`config.mk`:
```
export PLATFORM = sky130hd
export DESIGN_NAME = systolic_skew_feeder_flat
export DESIGN_NICKNAME = d
export VERILOG_FILES = /design/src/rtl/systolic_skew_feeder_if.sv /design/src/rtl/systolic_skew_feeder.sv /design/src/flat_wrapper.sv
export SDC_FILE = /design/constraint.sdc
export NUM_CORES = 1
export LEC_CHECK = 0
export CAP_MARGIN = 10
export CORE_ASPECT_RATIO = 1.2
export CORE_MARGIN = 10
export CORE_UTILIZATION = 58
export CTS_CLUSTER_DIAMETER = 200
export DETAILED_ROUTE_END_ITERATION = 6
export PLACE_DENSITY_LB_ADDON = 0.12
export SLEW_MARGIN = 10
export SYNTH_ARGS = -nofsm -noshare
export SYNTH_HDL_FRONTEND = slang
export SYNTH_SLANG_ARGS = --single-unit
```
`constraint.sdc`:
```
create_clock -name clk -period 3.6 [get_ports clk]
set_clock_uncertainty 0.15 [all_clocks]
set_input_delay 0.72 -clock clk [delete_from_list [all_inputs] [get_ports clk]]
set_output_delay 0.72 -clock clk [all_outputs]
set_load 0.03 [all_outputs]
```
`src/rtl/systolic_skew_feeder_if.sv`:
```
// Operand write port and array-edge outputs of the systolic skew feeder.
// master drives the write/start side, slave is the feeder itself.
interface systolic_skew_feeder_if #(
    parameter int N  = 4,
    parameter int K  = 4,
    parameter int DW = 16
);
    localparam int IW = $clog2((N > K) ? N : K);

    logic            wr_en;
    logic            wr_sel;
    logic [IW-1:0]   wr_row;
    logic [IW-1:0]   wr_col;
    logic [DW-1:0]   wr_data;
    logic            start;
    logic            clr_pe;
    logic [N*DW-1:0] out_W;
    logic [N*DW-1:0] out_N;
    logic            feed_valid;
    logic            busy;
    logic            done;

    modport master (
        output wr_en, wr_sel, wr_row, wr_col, wr_data, start,
        input  clr_pe, out_W, out_N, feed_valid, busy, done
    );

    modport slave (
        input  wr_en, wr_sel, wr_row, wr_col, wr_data, start,
        output clr_pe, out_W, out_N, feed_valid, busy, done
    );
endinterface

```
`src/rtl/systolic_skew_feeder.sv`:
```
// Buffers A (NxK) and B (KxN) and drives them diagonally skewed onto the
// west/north edges of an NxN systolic array, then flushes and pulses done.
module systolic_skew_feeder #(
    parameter int N  = 4,
    parameter int K  = 4,
    parameter int DW = 16
) (
    input  logic clk,
    input  logic reset,
    systolic_skew_feeder_if.slave bus
);
    localparam int IW = $clog2((N > K) ? N : K);
    localparam int CW = $clog2(K + 2 * N);
    localparam logic [CW-1:0] FEED_LAST  = CW'(K + N - 2);
    localparam logic [CW-1:0] FLUSH_LAST = CW'(N - 1);

    typedef enum logic [2:0] {
        S_IDLE,
        S_CLEAR,
        S_FEED,
        S_FLUSH,
        S_DONE
    } state_e;

    state_e          state_q, state_d;
    logic [CW-1:0]   cnt_q, cnt_d;
    logic [DW-1:0]   a_q [N][K];
    logic [DW-1:0]   b_q [K][N];
    logic            clr_q, fv_q, busy_q, done_q;
    logic [N*DW-1:0] w_q, w_d, n_q, n_d;

    always_comb begin
        state_d = state_q;
        cnt_d   = '0;
        case (state_q)
            S_IDLE:  if (bus.start) state_d = S_CLEAR;
            S_CLEAR: state_d = S_FEED;
            S_FEED:  if (cnt_q == FEED_LAST) state_d = S_FLUSH;
                     else cnt_d = cnt_q + 1'b1;
            S_FLUSH: if (cnt_q == FLUSH_LAST) state_d = S_DONE;
                     else cnt_d = cnt_q + 1'b1;
            S_DONE:  state_d = S_IDLE;
            default: state_d = S_IDLE;
        endcase
    end

    // Edges are computed from the next state/index so the registered outputs
    // line up with the state they belong to; row i and column j share t = i + k.
    always_comb begin
        w_d = '0;
        n_d = '0;
        if (state_d == S_FEED) begin
            for (int unsigned i = 0; i < N; i++) begin
                for (int unsigned k = 0; k < K; k++) begin
                    if (cnt_d == CW'(i + k)) begin
                        w_d[i*DW +: DW] = a_q[i][k];
                        n_d[i*DW +: DW] = b_q[k][i];
                    end
                end
            end
        end
    end

    always_ff @(posedge clk or negedge reset) begin
        if (!reset) begin
            state_q <= S_IDLE;
            cnt_q   <= '0;
            clr_q   <= 1'b0;
            fv_q    <= 1'b0;
            busy_q  <= 1'b0;
            done_q  <= 1'b0;
            w_q     <= '0;
            n_q     <= '0;
        end else begin
            state_q <= state_d;
            cnt_q   <= cnt_d;
            clr_q   <= (state_d == S_CLEAR);
            fv_q    <= (state_d == S_FEED);
            busy_q  <= (state_d == S_CLEAR) || (state_d == S_FEED) || (state_d == S_FLUSH);
            done_q  <= (state_d == S_DONE);
            w_q     <= w_d;
            n_q     <= n_d;
        end
    end

    // Operand buffers survive reset; index matching drops out-of-range writes.
    always_ff @(posedge clk) begin
        if (bus.wr_en && !busy_q) begin
            for (int unsigned i = 0; i < N; i++) begin
                for (int unsigned k = 0; k < K; k++) begin
                    if (!bus.wr_sel && bus.wr_row == IW'(i) && bus.wr_col == IW'(k))
                        a_q[i][k] <= bus.wr_data;
                end
            end
            for (int unsigned k = 0; k < K; k++) begin
                for (int unsigned j = 0; j < N; j++) begin
                    if (bus.wr_sel && bus.wr_row == IW'(k) && bus.wr_col == IW'(j))
                        b_q[k][j] <= bus.wr_data;
                end
            end
        end
    end

    assign bus.clr_pe     = clr_q;
    assign bus.feed_valid = fv_q;
    assign bus.busy       = busy_q;
    assign bus.done       = done_q;
    assign bus.out_W      = w_q;
    assign bus.out_N      = n_q;
endmodule

```
`src/flat_wrapper.sv`:
```
// flat-port wrapper written by rule: the top's interface ports become plain ports
module systolic_skew_feeder_flat 
#(
    parameter int N  = 4,
    parameter int K  = 4,
    parameter int DW = 16
)
  (clk, reset, bus_wr_en, bus_wr_sel, bus_wr_row, bus_wr_col, bus_wr_data, bus_start, bus_clr_pe, bus_out_W, bus_out_N, bus_feed_valid, bus_busy, bus_done);
  systolic_skew_feeder_if #(.N(N), .K(K), .DW(DW)) bus_i ();
  input  logic clk;
  input  logic reset;
  input wire logic [$bits(bus_i.wr_en)-1:0] bus_wr_en;
  input wire logic [$bits(bus_i.wr_sel)-1:0] bus_wr_sel;
  input wire logic [$bits(bus_i.wr_row)-1:0] bus_wr_row;
  input wire logic [$bits(bus_i.wr_col)-1:0] bus_wr_col;
  input wire logic [$bits(bus_i.wr_data)-1:0] bus_wr_data;
  input wire logic [$bits(bus_i.start)-1:0] bus_start;
  output wire logic [$bits(bus_i.clr_pe)-1:0] bus_clr_pe;
  output wire logic [$bits(bus_i.out_W)-1:0] bus_out_W;
  output wire logic [$bits(bus_i.out_N)-1:0] bus_out_N;
  output wire logic [$bits(bus_i.feed_valid)-1:0] bus_feed_valid;
  output wire logic [$bits(bus_i.busy)-1:0] bus_busy;
  output wire logic [$bits(bus_i.done)-1:0] bus_done;
  assign bus_i.wr_en = bus_wr_en;
  assign bus_i.wr_sel = bus_wr_sel;
  assign bus_i.wr_row = bus_wr_row;
  assign bus_i.wr_col = bus_wr_col;
  assign bus_i.wr_data = bus_wr_data;
  assign bus_i.start = bus_start;
  assign bus_clr_pe = bus_i.clr_pe;
  assign bus_out_W = bus_i.out_W;
  assign bus_out_N = bus_i.out_N;
  assign bus_feed_valid = bus_i.feed_valid;
  assign bus_busy = bus_i.busy;
  assign bus_done = bus_i.done;
  systolic_skew_feeder #(.N(N), .K(K), .DW(DW)) u_core (.clk(clk), .reset(reset), .bus(bus_i));
endmodule
```
==> impl_metrics.ini, run 1 <==
[critical_path]
cp_cell_sequence = ha_1, buf_4, xnor2_1, and3_2, buf_4, a221oi_1, a21oi_1
crit_required_ns = 3.95
path_class = reg2reg
critPathTopFamily = simple AND/OR/NAND/NOR gates
timing.critical_path.buf_inv = 2
arrival_ns = 3.53
slowest_stage = and3_2
cpMostUsedCell = buf_4
end_kind = register
cp-start-kind = register
crit_start = u_core.cnt_q[0]$_DFF_PN0_
worst-r2r-setup-slack_ns = 0.42
cpPeakStageDelay_ns = 0.72
reg2reg_from = u_core.cnt_q[0]$_DFF_PN0_
path_max_fanout = 29

[floorplanning]
pin_count = 157
die_h_microns = 238.7
design.die.area_sq_um = 48270
initial_core_util_pct = 58.46
rows = 80
core_area_sq_um = 39540
die_w_microns = 202.2

[global_routing]
grt_max_degree = 78
gr-usage-met2_pct = 37.41
grt.busiest_layer = met2
antenna_found_initial = 0
grt_use_total_pct = 22.19
grt.overflow.total = 0
grt_pass1_wl_mm = 81.03
grt_use_met3_pct = 3.958
groute.layer.met1.usage_pct = 28.99
grt_pass1_vias = 13090

[logic_synthesis]
synth_sequential_area_ratio_pct = 81.56
yosys_warnings = 0
ys_ff_latch = 651
synth-main-ff-cell = edfxtp_1
yosys.area.top_type = edfxtp_1
synthesis.nets = 1367
yosysUniqueCellTypes = 44
syn_inst = 1340
synth_area_leaders = edfxtp_1, dfrtp_1, a22oi_1, a221oi_1, a21oi_1
syn_area_per_cell_sq_um = 17.25
synthArstFlopShare_pct = 21.35
syn_area_sq_um = 23110
yosysTopAreaCellShare_pct = 66.52
synth-edff-count = 512

[power_and_ir_drop]
clkPwrFrac_pct = 26.9
p_int_mw = 14.50
powerDensity_nw_per_um2 = 800.0
swShare_pct = 33.86
seqPwrFrac_pct = 40.9
power_frac_comb_pct = 32.3
ir_drop_uv = 539.2
switchingPower_mw = 7.423
leakagePower_nw = 9.359

[placement]
dp.cells = 2013
hpwl_mm = 29.53
io_buffers = 156
post-place-ws_ns = 0.5025
gp_congestion = 0.7753

[route]
drt_iter0_markers = 1319
drc = 0
drt-total-wl_mm = 54.09
viasPerCell = 6.093
wl_per_cell_microns = 25.54
num_vias = 12910
ant_nets = 0
drt_pass1_iterations = 7

[cells_and_area]
fin_cells = 2118
layout-drive-gt1-share_pct = 10.98
nets = 1566
area_growth_pct = 18.56
antennaDiodeCount = 0
ff_latch_area_sq_um = 18850
nFillCells = 2588
multi_input_area_sq_um = 3746

[timing]
setup_viol = 0
relSlewSlack_pct = 50.80
period_needed_ns = 3.181
setup_tns_ns = 0
timing.fmax_mhz = 314.4
finalHoldViolations = 9
slew_violations = 0
period_share_pct = 88.36
rsz0062_at_grt = no
hold_slack_ns = -0.02355
worst_slack_ns = 0.4191
tightest_slew_ns = 0.7380

[clocking]
cts_buffers = 57
cts_setup_buffers = 0
htree_levels = 2
cts_resized = 0
ctsHoldBuffers = 0
tritoncts = built
numClockSinks = 651
root_buffer = clkbuf_16
cts.clk_slew.worst_paths_ns = 0.06
clockBufferDepth = 3
clk_latency_ns = 0.60

[hold_path]
min_path_type = in2async

[run_status]
violations = hold timing
status = finished with violations

[run]
drv_cap = 0
-- cells by family (layout without fill, tap and decap cells) --
group / Yosys count / count (layout) / share of synthesized area, %
AOI/OAI and AO/OA: 397 / 397 / 12.29
xor gates and xnor gates: 5 / 5 / 0.1895
adders and majority gates: 2 / 2 / 0.1082
buffers and inverters: 128 / 373 / 2.414
DFF: 651 / 651 / 81.56
and+or+nand+nor: 157 / 157 / 3.432
-- registers in the layout, indices dropped and copies added (netlist names) --
name,count
u_core.bus.feed_valid,1
u_core.bus.out_W,64
u_core.bus.done,1
u_core.a_q,256
u_core.state_q,3
u_core.b_q,256
u_core.bus.clr_pe,1
u_core.bus.busy,1
u_core.bus.out_N,64
u_core.cnt_q,4
-- worst paths after layout --
check                                                 end  depth (start not counted)
max                        u_core.bus.out_W[34]$_DFF_PN0_                          7
max in group asynchronous   u_core.bus.out_N[8]$_DFF_PN0_                          2
min reg2reg                 u_core.bus.out_N[2]$_DFF_PN0_                          1
max reg2reg                u_core.bus.out_W[34]$_DFF_PN0_                          7
min                        u_core.bus.out_W[49]$_DFF_PN0_                          1
min in group clk            u_core.bus.out_N[2]$_DFF_PN0_                          1
-- synthesized netlist by cell type (2+ instances only) --
| library cell | count |
|---|---|
| or3_1 | 4 |
| a22o_1 | 2 |
| a221oi_1 | 64 |
| buf_2 | 20 |
| o21ai_0 | 64 |
| o211ai_1 | 33 |
| nand2b_1 | 36 |
| or3b_2 | 3 |
| nor3_1 | 5 |
| nand3_1 | 6 |
| buf_6 | 4 |
| nand4b_1 | 2 |
| a211oi_1 | 2 |
| buf_1 | 3 |
| nor2_1 | 46 |
| buf_4 | 6 |
| nand3b_1 | 3 |
| a21oi_1 | 66 |
| a31oi_1 | 2 |
| o221ai_1 | 32 |
| inv_1 | 34 |
| xor2_1 | 3 |
| o2bb2ai_1 | 32 |
| clkbuf_1 | 60 |
| ha_1 | 2 |
| dfrtp_1 | 139 |
| nand2_1 | 38 |
| a22oi_1 | 97 |
| and3_1 | 5 |
| xnor2_1 | 2 |
| edfxtp_1 | 512 |
-- through the flow --
stage	area, sq um	utilization, %	total power, mW
final	27410	69.31	21.92
after global placement	25600	64.75	16.07
after global routing	27410	69.31	22.89
after CTS	27410	69.31	22.07
after detailed placement	25600	64.75	16.20
after floorplan	23110	-	13.54
-- layout by cell type, fill, tap and decap left out, types with 3 or more instances in the layout --
cell type / count
a21oi_1: 66
a221oi_1: 64
a22oi_1: 96
and3_1: 3
buf_12: 5
buf_4: 72
bufinv_16: 3
clkbuf_1: 23
clkbuf_16: 57
clkbuf_8: 10
clkdlybuf4s50_1: 155
clkinv_2: 11
dfrtp_1: 139
edfxtp_1: 512
inv_1: 34
nand2_1: 38
nand2b_1: 36
nand3_1: 5
nand3b_1: 3
nor2_1: 46
nor3_1: 3
o211ai_1: 33
o21ai_0: 64
o221ai_1: 32
o2bb2ai_1: 32
or3_1: 4
or3b_2: 3
xor2_1: 3
-- per-layer routing --
metal,share of wire (%),up-vias,routed length [microns]
met5,0,-,0
met4,2.5,0,1335
met3,5.9,83,3180
met2,51,463,27350
met1,41,6667,22230
li1,-,5692,-
-- power by group through the flow --
stage	registers (mW)	logic, mW	clock network [mW]
global placement	9.12	6.95	0
floorplan	9.85	3.69	0
CTS	8.97	7.13	5.97
global route	9.01	7.63	6.26
finish	8.96	7.07	5.89
detailed placement	9.12	7.08	0
-- layout make-up --
type	count	area share [%]
clock buffers	90	6.022
repair buffers	233	8.040
flip-flops and latches	651	68.79
well taps	533	2.433
inverters	35	0.4794
multi-input cells	561	13.67
clock inverters	15	0.5616
Power figures use the tool's default switching activity.
==> inputs of run 2 (changes only) <==
--- a/config.mk
+++ b/config.mk
@@ -6,9 +6,11 @@
 export NUM_CORES = 1
 export LEC_CHECK = 0
 export CAP_MARGIN = 10
+export CELL_PAD_IN_SITES_DETAIL_PLACEMENT = 0
+export CELL_PAD_IN_SITES_GLOBAL_PLACEMENT = 2
 export CORE_ASPECT_RATIO = 1.2
 export CORE_MARGIN = 10
-export CORE_UTILIZATION = 58
+export CORE_UTILIZATION = 44
 export CTS_CLUSTER_DIAMETER = 200
 export DETAILED_ROUTE_END_ITERATION = 6
 export PLACE_DENSITY_LB_ADDON = 0.12
==> run 2 against run 1 <==
  * The flow now finishes without violations
  * First-iteration DRC count decreased by 21%
  * Via count fell by 1.3%
  * Clock power grew 4.4%
  * Fmax up 3.6%
  * Global-route usage decreased by 4.1 points
  * Final cell count grew 8.5%
  * Combinational power up 2%
  * Critical path depth unchanged
  * Setup slack improved by 0.11 ns
  * Hold slack improved by 0.32 ns
  * Wire length increased by 5.8%
  * Critical path type unchanged
  * Critical endpoint is now u_core.bus.out_N[57]$_DFF_PN0_
  * Largest cell class unchanged
  * Largest power group unchanged
  * Highest routed layer is now met5
==> impl_metrics.ini, run 2 (same netlist as run 1, synthesis figures left out) <==
[run_status]
status = completed

[cells_and_area]
final_cell_area_sq_um = 27790
layout_common_cells = edfxtp_1, clkdlybuf4s50_1, dfrtp_1
nets = 1578
antennaDiodeCount = 0
area_growth_pct = 20.22
layout_commonest_cell = edfxtp_1
largestRegisters = u_core.a_q x256, u_core.b_q x256
layout-drive-gt1-share_pct = 11.62

[global_routing]
antenna_found_initial = 3
grt_pass1_wl_mm = 85.22
grt_pass1_vias = 13030
grt_use_total_pct = 18.10
grt_max_degree = 71
grt.overflow.total = 0

[route]
viasPerCell = 5.540
met2WireLength_mm = 28.28
drt_iter0_markers = 1042
ant_nets = 0
wirelength_met1_mm = 24.68
drc = 0
drt_pass1_iterations = 6
met3_length_mm = 3.117
wl_per_cell_microns = 24.90
num_vias = 12730
dr.max_layer_used = met5
drt-total-wl_mm = 57.22

[critical_path]
end_kind = register
worst-r2r-setup-slack_ns = 0.53
arrival_ns = 3.40
endpoint = u_core.bus.out_N[57]$_DFF_PN0_
crit_start = u_core.cnt_q[0]$_DFF_PN0_
crit_required_ns = 3.92
reg2reg_from = u_core.cnt_q[0]$_DFF_PN0_
path_class = reg2reg
path_max_fanout = 38
reg2reg_depth = 7
cp-start-kind = register
worstReg2RegEnd = u_core.bus.out_N[57]$_DFF_PN0_

[timing]
slew_violations = 0
setup_viol = 0
period_share_pct = 85.31
relSlewSlack_pct = 45.85
setup_tns_ns = 0
timing.fmax_mhz = 325.6
tightest_slew_ns = 0.8097
period_needed_ns = 3.071
finalHoldViolations = 0
rsz0062_at_grt = no

[floorplanning]
pin_count = 157
die_h_microns = 271.1
core_area_sq_um = 51690
rows = 91
initial_core_util_pct = 44.72
design.die.area_sq_um = 62140
die_w_microns = 229.2

[hold_path]
min_path_type = reg2reg

[power_and_ir_drop]
clkPwrFrac_pct = 27.6
p_total_mw = 22.30
leakagePower_nw = 9.451
seqPwrFrac_pct = 40.1
ir_drop_uv = 637.9
powerDensity_nw_per_um2 = 802.3
p_int_mw = 14.69
power_frac_comb_pct = 32.3
switchingPower_mw = 7.605
swShare_pct = 34.11

[clocking]
tritoncts = built
htree_levels = 2
numClockSinks = 651
cts_buffers = 61
clockBufferDepth = 3
clk_latency_ns = 0.61
cts.clk_slew.worst_paths_ns = 0.06
cts_setup_buffers = 0
root_buffer = clkbuf_16

[placement]
gp_congestion = 0.7418
io_buffers = 156
placed_cell_area_sq_um = 25860
hpwl_mm = 31.05

[run]
drv_cap = 0
run 2: cell types whose count changed in the layout (fill, tap and decap cells not counted):
| cell | change |
|---|---|
| buf_4 | +7 |
| clkbuf_16 | +5 |
| clkbuf_8 | +3 |
| clkinv_1 | +3 |
| clkinv_2 | -3 |
| bufinv_16 | -2 |
| clkinvlp_4 | +1 |
| dlygate4sd3_1 | +1 |
| inv_4 | +1 |
run 2: timing repair:
| item | CTS | global route |
|---|---|---|
| resized for setup | 0 | 0 |
| endpoints found under the hold margin | 31 | 0 |
| hold buffers | 1 | 0 |
| endpoints found under the setup margin | 0 | 0 |
run 2: power by group through the flow:
stage	combinational (mW)	clock (mW)	sequential, mW
6_report	7.20	6.15	8.95
5_1_grt	7.80	6.60	9.00
4_1_cts	7.35	6.30	8.96
3_5_place_dp	7.32	0	9.11
3_3_place_gp	7.29	0	9.11
2_1_floorplan	3.69	0	9.85
run 2: metrics by stage:
stage	utilization, %	worst slack [ns]	std cells	hold slack [ns]
after global routing	53.76	0.2656	2298	0.3143
after floorplan	-	0.6612	1340	0.2744
final	53.76	0.5288	2298	0.2990
after detailed placement	50.02	0.5243	2184	0.2944
after CTS	53.76	0.5127	2298	0.3028
after global placement	50.02	0.5838	2184	0.2875
run 2: critical path, cell delays in order, from the launching register on:
cell	delay [ns]
dfrtp_1	0.44
inv_1	0.07
ha_1	0.39
buf_4	0.44
and3_2	0.71
buf_4	0.29
a22oi_1	0.08
a221oi_1	0.36
run 2: layout make-up:
| type | instances | area (sq um) |
|---|---|---|
| inverters | 35 | 131.4 |
| fillers | 4214 | 23900 |
| clock buffers | 98 | 1817 |
| repair buffers | 241 | 2266 |
| clock inverters | 15 | 103.9 |
| flip-flops and latches | 651 | 18850 |
| well taps | 697 | 872.1 |
| multi-input cells | 561 | 3746 |
run 2: layer usage:
| metal | vias up | GRT usage [%] |
|---|---|---|
| li1 | 5711 | - |
| met1 | 6598 | 24.05 |
| met2 | 345 | 30.03 |
| met3 | 71 | 3.560 |
| met4 | 6 | 4.605 |
| met5 | - | 0 |
run 2: worst min path at each step:
stage | cells after the start | start | slack (ns) | endpoint
after floorplan | 0 | reset | 0.27 | u_core.bus.busy$_DFF_PN0_
after global placement | 1 | u_core.a_q[0][63]$_DFFE_PP_ | 0.29 | u_core.bus.out_W[15]$_DFF_PN0_
after detailed placement | 1 | u_core.b_q[0][53]$_DFFE_PP_ | 0.29 | u_core.bus.out_N[5]$_DFF_PN0_
after CTS | 1 | u_core.a_q[0][63]$_DFFE_PP_ | 0.30 | u_core.bus.out_W[15]$_DFF_PN0_
after global routing | 1 | u_core.a_q[0][56]$_DFFE_PP_ | 0.31 | u_core.bus.out_W[8]$_DFF_PN0_
final | 1 | u_core.a_q[0][63]$_DFFE_PP_ | 0.30 | u_core.bus.out_W[15]$_DFF_PN0_
==> inputs of run 3 (changes only) <==
--- a/config.mk
+++ b/config.mk
@@ -5,12 +5,13 @@
 export SDC_FILE = /design/constraint.sdc
 export NUM_CORES = 1
 export LEC_CHECK = 0
+export ABC_AREA = 1
 export CAP_MARGIN = 10
 export CELL_PAD_IN_SITES_DETAIL_PLACEMENT = 0
 export CELL_PAD_IN_SITES_GLOBAL_PLACEMENT = 2
 export CORE_ASPECT_RATIO = 1.2
 export CORE_MARGIN = 10
-export CORE_UTILIZATION = 44
+export CORE_UTILIZATION = 41
 export CTS_CLUSTER_DIAMETER = 200
 export DETAILED_ROUTE_END_ITERATION = 6
 export PLACE_DENSITY_LB_ADDON = 0.12
==> run 3 against run 2 <==
  * Final cell count rose by 30%
  * Non-clock buffer count fell by 2
  * Highest routed layer unchanged
  * Largest power group is now combinational logic
  * Largest cell class unchanged
  * Synthesized cell count rose by 45%
  * Final area rose by 7.0%
  * Setup slack got worse by 0.14 ns
==> impl_metrics.ini, run 3 <==
[logic_synthesis]
synth-main-ff-cell = edfxtp_1
synth_top_family_by_area = simple AND/OR/NAND/NOR gates
synth-edff-count = 512
yosysUniqueCellTypes = 24
syn_area_per_cell_sq_um = 12.77
synth_compound_area_share_pct = 3.090
synthMuxAreaShare_pct = 0
yosys_warnings = 0
synthesis.nets = 1973
syn_area_sq_um = 24860
ys_top_cells_by_count = edfxtp_1, nand3_1, nor2_1
ys_ff_latch = 651
synth_sequential_area_ratio_pct = 75.84
syn_inst = 1946
synth_area_leaders = edfxtp_1, dfrtp_1, nand3_1, nor2_1, nand2_1
yosysMostFrequentCell = edfxtp_1
synth-xor-area-share_pct = 0
synthAdderAreaFrac_pct = 0.1007
synthSimpleGateAreaFrac_pct = 16.87
synthArstFlopShare_pct = 21.35
yosys.area.top_type = edfxtp_1
yosysTopAreaCellShare_pct = 61.85

[critical_path]
end_kind = register
crit_start = u_core.cnt_q[0]$_DFF_PN0_
path_class = reg2reg
timing.critical_path.buf_inv = 4
worst-path-stages = 10
crit_required_ns = 3.98
path_max_fanout = 36
reg2reg_depth = 10
worstReg2RegEnd = u_core.bus.out_W[4]$_DFF_PN0_
slowest_stage = o21ai_4
reg2reg_from = u_core.cnt_q[0]$_DFF_PN0_
worst-r2r-setup-slack_ns = 0.39
critPathTopFamily = buffers and inverters
cpPeakStageDelay_ns = 0.83
cp-start-kind = register
arrival_ns = 3.59
cpMostUsedCell = nand2_1
cp_cell_sequence = inv_2, ha_1, inv_1, o21ai_4, nand2_1, inv_2, nand2_1, nand3_1, nand2_1, inv_1

[clocking]
clockBufferDepth = 3
cts_setup_buffers = 0
numClockSinks = 651
cts_buffers = 67
cts.clk_slew.worst_paths_ns = 0.06
tritoncts = built
clk_latency_ns = 0.59
htree_levels = 3
root_buffer = clkbuf_16

[timing]
rsz0062_at_grt = no
relSlewSlack_pct = 29.02
setup_tns_ns = 0
slew_violations = 0
period_needed_ns = 3.211
setup_viol = 0
period_share_pct = 89.19
finalHoldViolations = 0
timing.fmax_mhz = 311.4
tightest_slew_ns = 1.061

[run]
drv_cap = 0

[cells_and_area]
area_growth_pct = 19.66
layout_common_cells = edfxtp_1, nand3_1, nor2_1
largestRegisters = u_core.a_q x256, u_core.b_q x256
final_util_pct = 49.71
fin_cells = 2988
layout_commonest_cell = edfxtp_1
nets = 2161
nFillCells = 5383
layout-drive-gt1-share_pct = 8.688

[floorplanning]
initial_core_util_pct = 41.55
pin_count = 157
design.die.area_sq_um = 70920
rows = 98
core_area_sq_um = 59840
die_h_microns = 289.7
die_w_microns = 244.8

[power_and_ir_drop]
leakagePower_nw = 11.62
powerDensity_nw_per_um2 = 924.1
ir_drop_uv = 692.1

[global_routing]
grt.overflow.total = 0
antenna_found_initial = 4
grt_pass1_wl_mm = 100.4
grt_pass1_vias = 15330
grt_use_total_pct = 18.79
grt_max_degree = 97

[route]
drc = 0
viasPerCell = 5.089
drt_iter0_markers = 1468
ant_nets = 0
drt_pass1_iterations = 5
drt-total-wl_mm = 66.80
num_vias = 15210
wl_per_cell_microns = 22.36

[run_status]
status = completed

[hold_path]
holdCritStartpoint = u_core.a_q[2][11]$_DFFE_PP_
min_to = u_core.bus.out_W[43]$_DFF_PN0_
min_path_type = reg2reg
min_delay_path_depth = 2

[placement]
hpwl_mm = 37.39
io_buffers = 156
gp_congestion = 0.7507
dp.cells = 2864
[run 3: logic make-up after synthesis]
| logic type | after synthesis |
|---|---|
| flops | 651 |
| buf+inv | 236 |
| fa+ha+maj | 2 |
| simple gates | 923 |
| compound gates | 134 |
[run 3: how the worst max path moves through the flow]
stage | end | slack [ns]
5_1_grt | u_core.bus.out_W[4]$_DFF_PN0_ | 0.06
2_1_floorplan | u_core.bus.out_W[10]$_DFF_PN0_ | 1.09
6_report | u_core.bus.out_W[4]$_DFF_PN0_ | 0.39
3_5_place_dp | u_core.bus.out_W[4]$_DFF_PN0_ | 0.35
4_1_cts | u_core.bus.out_W[4]$_DFF_PN0_ | 0.31
3_3_place_gp | u_core.bus.out_W[4]$_DFF_PN0_ | 0.39
[run 3: worst reg2reg max path, stage by stage, from the launching register on]
cell     delay (ns)
dfrtp_1        0.46
inv_2          0.18
ha_1           0.33
inv_1          0.11
o21ai_4        0.83
nand2_1        0.16
inv_2          0.53
nand2_1        0.12
nand3_1        0.16
nand2_1        0.07
inv_1          0.05
[run 3: area by class of cell]
type	instances	area [sq um]	share of cell area, %
diodes	1	2.502	0.008412
clock buffers	95	1969	6.620
clock inverters	27	146.4	0.4921
inverters	116	435.4	1.464
multi-input cells	1059	5039	16.94
flip-flops and latches	651	18850	63.38
well taps	800	1001	3.365
repair buffers	239	2301	7.735
[run 3: layer usage]
metal	track usage, %	part of all wire [%]	vias to the layer above	wire [microns]
met5	0	0.057	-	38
met4	4.584	1.6	6	1069
met3	3.527	5.8	86	3843
met2	29.91	47	396	31640
met1	26.30	45	7518	30210
li1	-	-	7200	-
[run 3: timing repair]
| item | 4_1_cts | 5_1_grt |
|---|---|---|
| hold buffers | 1 | 0 |
| hold endpoints to repair | 45 | 0 |
| gates resized for setup | 0 | 0 |
| setup endpoints to repair | 0 | 0 |
[run 3: metrics by stage]
| stage | hold WS [ns] | setup WS (ns) | total power [mW] | instance area, sq um |
|---|---|---|---|---|
| floorplan | 0.2744 | 1.092 | 16.88 | 24860 |
| global placement | 0.3573 | 0.3939 | 21.18 | 27620 |
| detailed placement | 0.3555 | 0.3482 | 21.13 | 27620 |
| CTS | 0.3664 | 0.3074 | 27.90 | 29740 |
| global route | 0.3848 | 0.05533 | 29.46 | 29740 |
| finish | 0.3734 | 0.3891 | 27.49 | 29750 |
[run 3: report_power, final]
part / switching, mW / internal, mW
combinational: 8.34 / 3.51
clock: 2.82 / 3.88
sequential: 0.189 / 8.74
total: 11.4 / 16.1
